[src/rtl/e203_itcm_icb_reader.sv]
// ITCM readback engine: an ICB master that walks a range of 64-bit words,
// folding each into a 32-bit additive checksum and a 64-bit XOR signature.
// One transaction is kept outstanding at a time, which keeps the response
// path trivial and matches the single-beat ITCM ICB protocol.
module e203_itcm_icb_reader #(
    parameter int AW = 16,
    parameter int DW = 64,
    parameter int LW = 14
) (
    input  logic            clk,
    input  logic            rst_n,
    input  logic            start,
    input  logic [AW-1:0]   base_addr,
    input  logic [LW-1:0]   len,
    output logic            busy,
    output logic            done,
    output logic            err,
    output logic [AW-1:0]   err_addr,
    output logic [31:0]     checksum,
    output logic [63:0]     xorsum,
    output logic            icb_cmd_valid,
    input  logic            icb_cmd_ready,
    output logic [AW-1:0]   icb_cmd_addr,
    output logic            icb_cmd_read,
    output logic [DW-1:0]   icb_cmd_wdata,
    output logic [DW/8-1:0] icb_cmd_wmask,
    input  logic            icb_rsp_valid,
    output logic            icb_rsp_ready,
    input  logic [DW-1:0]   icb_rsp_rdata,
    input  logic            icb_rsp_err
);

    typedef enum logic [1:0] {IDLE, CMD, RSP, FIN} state_t;

    state_t        state_reg, state_next;
    logic [AW-1:0] addr_reg;
    logic [LW-1:0] remain_reg;
    logic          err_reg;
    logic [AW-1:0] err_addr_reg;
    logic [31:0]   csum_reg;
    logic [63:0]   xor_reg;

    logic cmd_hs;
    logic rsp_hs;

    assign cmd_hs = icb_cmd_valid & icb_cmd_ready;
    assign rsp_hs = icb_rsp_valid & icb_rsp_ready;

    // Handshake strobes and status come straight from the state register so
    // an asynchronous reset drops them without waiting for a clock edge.
    assign icb_cmd_valid = (state_reg == CMD);
    assign icb_rsp_ready = (state_reg == RSP);
    assign done          = (state_reg == FIN);
    assign busy          = (state_reg != IDLE);
    assign icb_cmd_addr  = addr_reg;
    assign icb_cmd_read  = 1'b1;
    assign icb_cmd_wdata = '0;
    assign icb_cmd_wmask = '0;
    assign err           = err_reg;
    assign err_addr      = err_addr_reg;
    assign checksum      = csum_reg;
    assign xorsum        = xor_reg;

    // State register.
    always_ff @(posedge clk or negedge rst_n) begin
        if (!rst_n) begin
            state_reg <= IDLE;
        end else begin
            state_reg <= state_next;
        end
    end

    // Next-state logic; an error response or the last word ends the run.
    always_comb begin
        state_next = state_reg;
        case (state_reg)
            IDLE: if (start) state_next = (len == '0) ? FIN : CMD;
            CMD:  if (cmd_hs) state_next = RSP;
            RSP: begin
                if (rsp_hs) begin
                    if (icb_rsp_err || (remain_reg == LW'(1))) begin
                        state_next = FIN;
                    end else begin
                        state_next = CMD;
                    end
                end
            end
            FIN:     state_next = IDLE;
            default: state_next = IDLE;
        endcase
    end

    // Datapath: latch the request on start, then fold in each good response.
    always_ff @(posedge clk or negedge rst_n) begin
        if (!rst_n) begin
            addr_reg     <= '0;
            remain_reg   <= '0;
            err_reg      <= 1'b0;
            err_addr_reg <= '0;
            csum_reg     <= '0;
            xor_reg      <= '0;
        end else if (state_reg == IDLE && start) begin
            // Low three bits are forced to zero: reads are word aligned.
            addr_reg     <= base_addr & ~AW'(7);
            remain_reg   <= len;
            err_reg      <= 1'b0;
            err_addr_reg <= '0;
            csum_reg     <= '0;
            xor_reg      <= '0;
        end else if (state_reg == RSP && rsp_hs) begin
            if (icb_rsp_err) begin
                err_reg      <= 1'b1;
                err_addr_reg <= addr_reg;
            end else begin
                csum_reg   <= csum_reg + icb_rsp_rdata[31:0] + icb_rsp_rdata[63:32];
                xor_reg    <= xor_reg ^ icb_rsp_rdata[63:0];
                addr_reg   <= addr_reg + AW'(8);
                remain_reg <= remain_reg - LW'(1);
            end
        end
    end

endmodule

[config.mk]
export PLATFORM = sky130hd
export DESIGN_NAME = e203_itcm_icb_reader
export DESIGN_NICKNAME = d
export VERILOG_FILES = /design/src/rtl/e203_itcm_icb_reader.sv
export SDC_FILE = /design/constraint.sdc
export NUM_CORES = 1
export LEC_CHECK = 0
export ABC_AREA = 1
export BUFFER_PORTS_ARGS = -buffer_cell sky130_fd_sc_hd__buf_2
export CAP_MARGIN = 20
export CORE_ASPECT_RATIO = 1.75
export CORE_UTILIZATION = 50
export CTS_BUF_LIST = sky130_fd_sc_hd__clkbuf_16
export DETAILED_ROUTE_END_ITERATION = 10
export PLACE_DENSITY = 0.9
export SYNTH_ARGS = -nofsm -noshare
export SYNTH_HDL_FRONTEND = slang
export SYNTH_SLANG_ARGS = --single-unit
[constraint.sdc]
create_clock -name clk -period 2.7 [get_ports clk]
set_input_delay 0.81 -clock clk [delete_from_list [all_inputs] [get_ports clk]]
set_output_delay 0.81 -clock clk [all_outputs]
set_load 0.05 [all_outputs]
==> metrics.csv, run 1 <==
stage,metric,value,unit
pwr,Clock Power Share,0.175,
cells_and_area,max FFs per register,64,
logic_synthesis,"EDFF count, synth",0,
cells_and_area,Area Overhead vs Synth,21.97,%
setup_path,"most used cell, CP",nand2_1,
logic_synthesis,part of the Yosys area used for sequential elements,0.3641,
global_route,first-pass GRT wire length,42.17,mm
global_route,All-Layer GR Usage,0.2761,
routing,Initial DRC Count,362,
logic_synthesis,yosys warns,0,
cells_and_area,Final Util,0.6262,
setup_path,RR Endpoint,checksum[23]$_DFFE_PN0P_,
setup_path,FF-to-FF Start,checksum[1]$_DFFE_PN0P_,
logic_synthesis,Synth cell types,32,
cells_and_area,non-filler instance count after layout,1783,
logic_synthesis,main flop type after synthesis,dfrtp_1,
setup_path,CP cell instances,"buf_2, fa_1, ha_2, fa_2, buf_4, nand2_1, nand3_1, nand2_1, nand2_1, nand2_1, nand3_1, nand3_1, nand2_1",
cts,CTS buffer count,17,
global_route,Overflow after GRT,0,
cells_and_area,Final nets,1697,
setup_path,CP Class,input port to flip-flop,
global_route,vias in the first global route,8904,
timing,endpoints failing hold,0,
cells_and_area,"leading cell type in the layout, fill and taps excluded",nand2_1,
die,Die Area,19830,um^2
cts,CTS tree,yes,
pwr,Pleak,6.739,nW
routing,Antenna Violating Nets Remaining,0,
job,Max-Cap Viols,0,
cts,post-CTS setup buffers,0,
routing,M1 WL,9.359,mm
placement,GPL Wtd Cong,0.9157,
pwr,Flop pwr share,0.247,
global_route,initial antenna violation count,1,
logic_synthesis,cell accounting for the most synthesized area,dfrtp_1,
logic_synthesis,share of the synthesized area in the top cell type,0.3641,
pwr,Worst VDD drop,0.0008271,V
run_status,outcome,finished clean,
die,Initial Utilization,0.5133,
pwr,Int Power,6.550,mW
global_route,pin count of the biggest net entering global routing,83,
routing,metal2 WL,14.69,mm
setup_path,crit path DAT,2.88,ns
cts,TritonCTS Sinks,140,
routing,routed via count,8982,
routing,DRC Markers,0,
timing,Max Clk Rate,0.3890,GHz
setup_path,R2R cell count,12,
setup_path,"Req. time, crit path",3.01,ns
setup_path,"Max FO, Critical Path",4,
cells_and_area,ratio of cells with drive above 1 in the final layout,0.2131,
timing,Final Cycle Share,0.9521,
die,IO Count,306,
placement,hpwl dp,20.60,mm
timing,Rel. slew slack,0.6608,
timing,Setup Skew,0.008507,ns
setup_path,Worst Setup Start Kind,input port,
routing,Via density,5.038,
placement,IO Port Bufs,226,
cts,clk_lat worst skew,0.42,ns
pwr,PD cells,1149,nW/um^2
logic_synthesis,Yosys reg bits,140,
cts,H-tree depth,4,
die,Die X,106.9,um
logic_synthesis,Synth area leaders,"dfrtp_1, nand2_1, xor2_1, fa_1, buf_4",
pwr,P_sw,6.933,mW
cells_and_area,"commonest cells after routing, fill and taps aside","nand2_1, buf_2, dfrtp_1",
routing,highest metal used,met4,
routing,metal3 WL,1.205,mm
setup_path,max incr delay on CP,0.46,ns
logic_synthesis,Syn Inst Count,1257,
routing,average wire per standard cell,14.90,um
hold_path,Hold/Removal Path Class,input port to asynchronous set/reset pin,
pwr,switching portion of total power,0.5142,
timing,setup violators final,0,
timing,Max Slew Vio Count,0,
pwr,combinational power share,0.579,
setup_path,Slowest cell on crit path,fa_1,
cts,root buf cell,clkbuf_16,
cts,post_cts resized,0,
cts,clock-pin slew on the worst setup and hold paths,0.06,ns
setup_path,Critical Path Sink Type,flip-flop,
timing,min Tclk post-route,2.571,ns
die,Die H,185.5,um
routing,Routed WL,26.57,mm
cts,CTS Buffer Depth,2,
setup_path,flop-to-flop setup slack,0.20,ns
die,Core Box Area,18750,um^2
logic_synthesis,"FFs w/ async S/R, synth",1.000,
cells_and_area,# fillers,1606,
logic_synthesis,Syn Area/Cell,7.656,um^2
logic_synthesis,synthesized area,9623,um^2
timing,RSZ-0062 raised after global routing,false,
placement,Placed Cells,1751,
die,row cnt,66,
routing,Pre-antenna DRT Iters,5,
timing,Least-Margin Pin Slew,0.5076,ns
cts,hold_buf cts,0,
==> per-layer routing <==
metal,global-route usage,vias to the layer above
met3,0.04027,85
li1,-,4302
met4,0.1693,0
met2,0.5270,382
met1,0.2761,4213
met5,0,-
==> through the flow <==
step	worst slack, ns	total power, mW	setup TNS (ns)	area (um^2)	hold WS [ns]
after floorplan	0.02582	8.762	0	9906	0.4807
after global placement	-0.2649	10.91	-4.028	11150	0.4879
after detailed placement	-0.3042	11.10	-4.974	11150	0.4946
after CTS	0.1264	13.53	0	11730	0.2942
after global routing	0.008260	14.38	0	11740	0.3023
final	0.1293	13.48	0	11740	0.2850
==> power by group through the flow <==
stage / Clock, mW / Combinational [mW] / Sequential [mW]
final: 2.36 / 7.80 / 3.33
after global routing: 2.47 / 8.50 / 3.41
after CTS: 2.41 / 7.80 / 3.32
after detailed placement: 0 / 7.76 / 3.34
after global placement: 0 / 7.60 / 3.31
after floorplan: 0 / 3.65 / 5.11
==> critical path: cells and delay by family <==
family	cells	cell delay, ns
buffers and inverters	2	0.27
AND/OR/NAND/NOR	8	0.77
adder cells (fa/ha/maj)	3	1.03
==> cell type report <==
class | count | area [um^2] | area share
diodes | 1 | 2.502 | 0.0002132
clock buffers | 17 | 425.4 | 0.03624
clock inverters | 14 | 156.4 | 0.01332
inverters | 141 | 529.3 | 0.04509
multi-input cells | 941 | 5135 | 0.4375
flip-flops and latches | 140 | 3503 | 0.2985
well taps | 238 | 297.8 | 0.02537
repair buffers | 291 | 1688 | 0.1438
==> logic make-up (layout without fill, tap and decap cells) <==
family | count (synthesis) | after routing | share of synthesized area
simple gates | 615 | 615 | 0.2559
flops | 140 | 140 | 0.3641
fa+ha+maj | 65 | 65 | 0.1095
buf+inv | 250 | 463 | 0.1322
compound gates | 101 | 101 | 0.06111
xor+xnor | 84 | 84 | 0.07645
other cells | 2 | 77 | 0.0007804
==> worst max path at each step <==
stage                startpoint  slack (ns)  depth (start not counted)                       end
4_1_cts        icb_rsp_rdata[1]        0.13                         12  checksum[21]$_DFFE_PN0P_
3_3_place_gp   icb_rsp_rdata[1]       -0.26                         14  checksum[25]$_DFFE_PN0P_
6_report       icb_rsp_rdata[1]        0.13                         13  checksum[23]$_DFFE_PN0P_
3_5_place_dp   icb_rsp_rdata[1]       -0.30                         12  checksum[21]$_DFFE_PN0P_
5_1_grt        icb_rsp_rdata[7]       0.008                         14  checksum[24]$_DFFE_PN0P_
2_1_floorplan  icb_rsp_rdata[1]        0.03                         13  checksum[25]$_DFFE_PN0P_
==> cells in the mapped netlist (14+ instances only) <==
cell type,n
nand3_1,68
nand2_1,388
buf_2,21
ha_1,33
dfrtp_1,140
a21oi_1,38
o21ai_0,30
buf_4,78
fa_1,32
nor2_1,130
inv_1,138
nor3_1,14
xor2_1,79
Power figures use the tool's default switching activity.
==> inputs of run 2 (changes only) <==
--- a/config.mk
+++ b/config.mk
@@ -5,14 +5,13 @@
 export SDC_FILE = /design/constraint.sdc
 export NUM_CORES = 1
 export LEC_CHECK = 0
-export ABC_AREA = 1
 export BUFFER_PORTS_ARGS = -buffer_cell sky130_fd_sc_hd__buf_2
 export CAP_MARGIN = 20
 export CORE_ASPECT_RATIO = 1.75
 export CORE_UTILIZATION = 50
 export CTS_BUF_LIST = sky130_fd_sc_hd__clkbuf_16
 export DETAILED_ROUTE_END_ITERATION = 10
-export PLACE_DENSITY = 0.9
+export PLACE_DENSITY = 0.91
 export SYNTH_ARGS = -nofsm -noshare
 export SYNTH_HDL_FRONTEND = slang
 export SYNTH_SLANG_ARGS = --single-unit
==> run 2 against run 1 <==
Compared with the run above: the flow now finishes with violations (negative setup slack); clock-buffer cell count stayed put; die area shrank 6.7%; clock power is 18% higher; hold slack improved by 0.046 ns; global-route usage grew 1.9 points; critical endpoint is now checksum[28]$_DFFE_PN0P_.
==> metrics.csv, run 2 <==
stage,metric,value,unit,change
timing,Hold Worst Slack,0.3306,ns,+0.04565 ns
routing,Initial DRC Count,585,,+62%
timing,RSZ-0062 raised after global routing,true,,
cts,CTS tree,yes,,
routing,Via density,5.557,,+10%
setup_path,RR Endpoint,checksum[28]$_DFFE_PN0P_,,
timing,Least-Margin Pin Slew,0.6291,ns,+0.1214 ns
cts,hold_buf cts,0,,unchanged
routing,M1 WL,9.558,mm,+2.1%
logic_synthesis,"top cells by count, synth","nand2_1, dfrtp_1, nor2_1",,
logic_synthesis,Syn Inst Count,980,,-22%
placement,IO Port Bufs,226,,unchanged
logic_synthesis,"EDFF count, synth",0,,unchanged
timing,Setup Skew,0.01494,ns,+0.006438 ns
logic_synthesis,main flop type after synthesis,dfrtp_1,,
routing,Routed WL,27.71,mm,+4.3%
routing,average wire per standard cell,18.02,um,+21%
logic_synthesis,share of the synthesized area in the top cell type,0.3905,,+0.02645
routing,metal3 WL,1.657,mm,+38%
cells_and_area,# fillers,1244,,-23%
global_route,vias in the first global route,8474,,-4.8%
setup_path,FF-to-FF Start,checksum[2]$_DFFE_PN0P_,,
cells_and_area,max FFs per register,64,,unchanged
cts,root buf cell,clkbuf_16,,
timing,setup violators final,23,,+23
setup_path,flop-to-flop setup slack,-0.30,ns,-0.50 ns
die,Die X,103.3,um,-3.4%
cts,TritonCTS Sinks,140,,unchanged
placement,hpwl dp,19.10,mm,-7.3%
cells_and_area,Register Area,3505,um^2,about the same
logic_synthesis,cell accounting for the most synthesized area,dfrtp_1,,
setup_path,"Max FO, Critical Path",2,,-2
logic_synthesis,yosys warns,0,,unchanged
setup_path,crit path DAT,3.35,ns,+0.47 ns
cells_and_area,Area Overhead vs Synth,34.00,%,
die,Initial Utilization,0.5116,,-0.001791
pwr,PD cells,1442,nW/um^2,+26%
routing,DRC Markers,0,,unchanged
cts,clk_lat worst skew,0.44,ns,+0.02 ns
placement,Post-Place Cell Area,10850,um^2,-2.7%
global_route,pin count of the biggest net entering global routing,98,,+18%
placement,"worst slack, placed",-0.9374,ns,-0.6332 ns
placement,GPL Wtd Cong,0.9287,,+1.4%
global_route,first-pass GRT wire length,41.15,mm,-2.4%
logic_synthesis,part of the Yosys area used for sequential elements,0.3905,,+0.02645
logic_synthesis,synthesized area,8971,um^2,-6.8%
hold_path,Hold/Removal Path Class,input port to asynchronous set/reset pin,,
timing,min Tclk post-route,3.030,ns,+0.4595 ns
setup_path,"Req. time, crit path",3.02,ns,about the same
timing,endpoints failing hold,0,,unchanged
run_status,outcome,"finished, violations left",,
cts,CTS buffer count,17,,unchanged
setup_path,Critical Path Sink Type,flip-flop,,
routing,Antenna Violating Nets Remaining,0,,unchanged
logic_synthesis,Synth cell types,60,,+88%
global_route,Overflow after GRT,0,,unchanged
cells_and_area,Final Util,0.6855,,+0.05935
global_route,All-Layer GR Usage,0.2954,,+0.01936
cts,clock-pin slew on the worst setup and hold paths,0.07,ns,about the same
cts,H-tree depth,4,,unchanged
timing,Max Clk Rate,0.3300,GHz,-15%
timing,Final Cycle Share,1.122,,+0.1702
setup_path,R2R cell count,10,,-2
cells_and_area,Multi-input gate area,5306,um^2,+3.3%
cells_and_area,Final nets,1458,,-14%
job,Max-Cap Viols,0,,unchanged
timing,final setup TNS,-3.860,ns,-3.860 ns
routing,routed via count,8547,,-4.8%
routing,Pre-antenna DRT Iters,5,,unchanged
routing,metal2 WL,14.99,mm,+2.0%
cts,CTS Buffer Depth,2,,unchanged
timing,final setup margin,-0.3302,ns,-0.4595 ns
logic_synthesis,"FFs w/ async S/R, synth",1.000,,unchanged
logic_synthesis,Synth area leaders,"dfrtp_1, xor2_1, fa_1, buf_4, nand2_1",,
cells_and_area,"leading cell type in the layout, fill and taps excluded",buf_2,,
routing,highest metal used,met4,,
setup_path,CP Class,input port to flip-flop,,
timing,Rel. slew slack,0.5794,,-0.08132
die,Die H,179.2,um,-3.4%
die,Die Area,18500,um^2,-6.7%
run_status,failing checks,negative setup slack,,
cells_and_area,"commonest cells after routing, fill and taps aside","buf_2, nand2_1, dfrtp_1",,
logic_synthesis,Syn Area/Cell,9.154,um^2,+20%
setup_path,Worst Setup Start Kind,input port,,
pwr,Worst VDD drop,0.0008630,V,+4.3%
die,IO Count,306,,unchanged
logic_synthesis,Yosys reg bits,140,,unchanged
die,row cnt,64,,-3.0%
logic_synthesis,most frequent cell after synthesis,nand2_1,,
timing,Max Slew Vio Count,0,,unchanged
global_route,initial antenna violation count,0,,-1
cells_and_area,ratio of cells with drive above 1 in the final layout,0.3415,,+0.1284
die,Core Box Area,17540,um^2,-6.4%
pwr,Pleak,6.109,nW,-9.3%
cells_and_area,post-route cell area,12020,um^2,+2.4%
==> run 2: kinds of logic after synthesis <==
group,synth area share
simple gates,0.1722
compound gates,0.1283
flops,0.3905
buf+inv,0.09275
xor+xnor,0.09568
fa+ha+maj,0.1174
other cells,0.0008371
mux,0.002232
==> run 2: cell type report <==
class                   count  share of cell area
diodes                      1           0.0002082
clock buffers              17             0.03539
clock inverters            15             0.02238
inverters                  16            0.004996
multi-input cells         776              0.4414
flip-flops and latches    140              0.2915
well taps                 231             0.02404
repair buffers            342              0.1801
==> run 2: what timing repair did <==
item	4_1_cts	5_1_grt
setup endpoints to repair	20	23
pin swaps	29	43
resized for setup	39	37
setup buffers	10	7
==> run 2: where the power goes <==
group	switching, mW	leakage, nW	total (mW)	internal, mW
logic	7.09	3.94	10.7	3.59
registers	0.816	1.84	3.86	3.04
clock network	0.967	0.329	2.79	1.83
==> run 2: metrics by stage <==
step                std cells  total power, mW
finish                   1538            17.33
CTS                      1533            16.86
detailed placement       1492            13.61
global route             1537            18.24
floorplan                1054            10.62
global placement         1491            13.30
==> run 2: how the worst max path moves through the flow <==
stage	from	endpoint	slack [ns]	depth (start not counted)
2_1_floorplan	icb_rsp_rdata[1]	checksum[19]$_DFFE_PN0P_	-0.49	11
3_3_place_gp	icb_rsp_rdata[1]	checksum[19]$_DFFE_PN0P_	-0.82	13
3_5_place_dp	icb_rsp_rdata[1]	checksum[27]$_DFFE_PN0P_	-0.94	13
4_1_cts	icb_rsp_rdata[33]	checksum[27]$_DFFE_PN0P_	-0.29	13
5_1_grt	checksum[1]$_DFFE_PN0P_	checksum[19]$_DFFE_PN0P_	-0.39	12
6_report	icb_rsp_rdata[34]	checksum[28]$_DFFE_PN0P_	-0.33	11
==> run 2: layer usage <==
metal / vias to the layer above / GRT usage
met5: - / 0
met2: 477 / 0.5364
met3: 116 / 0.04795
met4: 0 / 0.1837
met1: 4162 / 0.3100
li1: 3792 / -
==> run 2: worst max-delay path, stage by stage <==
cell and delay (ns):
buf_8 0.10, fa_2 0.66, ha_4 0.23, a21o_1 0.18
a21oi_2 0.16, o21a_2 0.21, o211ai_4 0.11, a21oi_4 0.20
nor3_2 0.06, or3_1 0.37, a32o_1 0.26
==> inputs of run 3 (changes only) <==
--- a/config.mk
+++ b/config.mk
@@ -5,13 +5,15 @@
 export SDC_FILE = /design/constraint.sdc
 export NUM_CORES = 1
 export LEC_CHECK = 0
+export ABC_AREA = 1
 export BUFFER_PORTS_ARGS = -buffer_cell sky130_fd_sc_hd__buf_2
 export CAP_MARGIN = 20
 export CORE_ASPECT_RATIO = 1.75
+export CORE_MARGIN = 4
 export CORE_UTILIZATION = 50
 export CTS_BUF_LIST = sky130_fd_sc_hd__clkbuf_16
 export DETAILED_ROUTE_END_ITERATION = 10
-export PLACE_DENSITY = 0.91
+export PLACE_DENSITY = 0.9
 export SYNTH_ARGS = -nofsm -noshare
 export SYNTH_HDL_FRONTEND = slang
 export SYNTH_SLANG_ARGS = --single-unit
==> run 3 against run 2 <==
Compared with the run above: the flow now finishes without violations; design area down 1.5%; die area increased by 17%; setup slack gained 0.45 ns; wire length rose by 2.1%; utilization fell by 5.4 points; critical path type unchanged; largest cell class unchanged.
==> metrics.csv, run 3 (synthesis results as in run 1) <==
stage,metric,value,unit,change
cells_and_area,Register Area,3503,um^2,about the same
cts,H-tree depth,4,,unchanged
pwr,PD cells,1161,nW/um^2,-19%
cts,TritonCTS Sinks,140,,unchanged
die,Die X,112.9,um,+9.3%
setup_path,Slowest cell on crit path,fa_1,,
routing,Antenna Violating Nets Remaining,0,,unchanged
die,IO Count,306,,unchanged
cells_and_area,max FFs per register,64,,unchanged
setup_path,Critical Path Sink Type,flip-flop,,
setup_path,"Req. time, crit path",3.02,ns,about the same
setup_path,CP Class,input port to flip-flop,,
setup_path,Worst Setup Start Kind,input port,,
timing,setup violators final,0,,-100%
setup_path,flop-to-flop setup slack,0.19,ns,+0.49 ns
timing,Rel. slew slack,0.5191,,-0.06030
timing,Max Slew Vio Count,0,,unchanged
setup_path,R2R cell count,12,,+2
routing,DRC Markers,0,,unchanged
pwr,Pleak,6.781,nW,+11%
timing,Max Clk Rate,0.3875,GHz,+17%
routing,Via density,5.092,,-8.4%
setup_path,crit path DAT,2.90,ns,-0.45 ns
die,Core Box Area,18750,um^2,+6.9%
cells_and_area,Area Overhead vs Synth,23.09,%,
cts,clock-pin slew on the worst setup and hold paths,0.06,ns,about the same
timing,final setup TNS,0,ns,+3.860 ns
timing,final setup margin,0.1194,ns,+0.4496 ns
cts,CTS tree,yes,,
cts,CTS Buffer Depth,2,,unchanged
cts,post_cts resized,0,,-100%
global_route,All-Layer GR Usage,0.2559,,-0.03952
cts,post-CTS setup buffers,0,,-10
global_route,pin count of the biggest net entering global routing,85,,-13%
placement,GPL Wtd Cong,0.8954,,-3.6%
setup_path,CP cell instances,"buf_2, fa_1, ha_2, fa_2, buf_4, nand2_1, nand3_1, nand2_1, nand2_1, nand2_1, nand3_1, nand3_1, nand2_1",,
setup_path,"Max FO, Critical Path",4,,+2
global_route,first-pass GRT wire length,43.94,mm,+6.8%
setup_path,FF-to-FF Start,checksum[1]$_DFFE_PN0P_,,
setup_path,Top delay family on crit path,adder cells,,
timing,Final Cycle Share,0.9558,,-0.1665
routing,average wire per standard cell,15.78,um,-12%
run_status,outcome,finished clean,,
routing,Pre-antenna DRT Iters,5,,unchanged
die,row cnt,66,,+3.1%
cts,CTS buffer count,17,,unchanged
setup_path,max incr delay on CP,0.48,ns,-0.18 ns
global_route,initial antenna violation count,1,,+1
cells_and_area,# fillers,1576,,+27%
routing,routed via count,9125,,+6.8%
cts,root buf cell,clkbuf_16,,
timing,Setup Skew,0.01000,ns,-0.004939 ns
timing,Least-Margin Pin Slew,0.7203,ns,+0.09117 ns
cells_and_area,Final Util,0.6319,,-0.05361
routing,Initial DRC Count,471,,-19%
pwr,Worst VDD drop,0.001124,V,+30%
cells_and_area,"leading cell type in the layout, fill and taps excluded",nand2_1,,
cells_and_area,Multi-input gate area,5165,um^2,-2.7%
timing,endpoints failing hold,0,,unchanged
cells_and_area,Final nets,1705,,+17%
die,Die Area,21620,um^2,+17%
die,Die H,191.5,um,+6.9%
cells_and_area,ratio of cells with drive above 1 in the final layout,0.2215,,-0.1200
job,Max-Cap Viols,0,,unchanged
global_route,vias in the first global route,9246,,+9.1%
setup_path,Critical path origin,icb_rsp_rdata[1],,
placement,hpwl dp,21.65,mm,+13%
global_route,Overflow after GRT,0,,unchanged
cts,clk_lat worst skew,0.43,ns,about the same
setup_path,CP Buf/Inv Count,2,,+1
placement,IO Port Bufs,226,,unchanged
cells_and_area,"commonest cells after routing, fill and taps aside","nand2_1, buf_2, dfrtp_1",,
timing,RSZ-0062 raised after global routing,false,,
hold_path,Hold/Removal Path Class,input port to asynchronous set/reset pin,,
setup_path,Stages on worst setup path,13,,+2
cts,hold_buf cts,0,,unchanged
placement,"worst slack, placed",-0.3240,ns,+0.6134 ns
timing,min Tclk post-route,2.581,ns,-0.4496 ns
setup_path,"most used cell, CP",nand2_1,,
die,Initial Utilization,0.5133,,+0.001791
routing,Routed WL,28.28,mm,+2.1%
[run 3: per-layer routing]
metal  up-vias  part of all wire  global-route usage
met5         -                 0                   0
met4         0             0.049              0.1388
met3        96             0.055             0.03168
met2       407              0.55              0.4968
met1      4296              0.34              0.2586
li1       4326                 -                   -
[run 3: final timing paths]
| kind | endpoint |
|---|---|
| worst max-delay path | checksum[23]$_DFFE_PN0P_ |
| worst min-delay path | remain_reg[1]$_DFFE_PN0P_ |
| worst max register to register | checksum[23]$_DFFE_PN0P_ |
| worst min register to register | err_addr[8]$_DFFE_PN0P_ |
| max in group asynchronous | xorsum[40]$_DFFE_PN0P_ |
| min in group clk | err_addr[8]$_DFFE_PN0P_ |
[run 3: power breakdown]
group / internal [mW] / switching, mW
Combinational: 2.41 / 5.53
Clock: 1.47 / 1.02
Sequential: 2.75 / 0.570
[run 3: cell type report]
class / count / area share
multi-input cells: 941 / 0.4360
flip-flops and latches: 140 / 0.2958
repair buffers: 299 / 0.1465
inverters: 141 / 0.04468
clock buffers: 17 / 0.03591
well taps: 238 / 0.02514
clock inverters: 15 / 0.01574
diodes: 1 / 0.0002113
[run 3: through the flow]
step | cell area [um^2] | hold WS (ns) | power, mW | cells
final | 11850 | 0.2852 | 13.75 | 1792
after detailed placement | 11200 | 0.5005 | 11.13 | 1759
after floorplan | 9906 | 0.4807 | 8.762 | 1331
after global placement | 11200 | 0.4892 | 10.93 | 1759
after CTS | 11810 | 0.2865 | 13.71 | 1791
after global routing | 11850 | 0.3127 | 14.59 | 1792
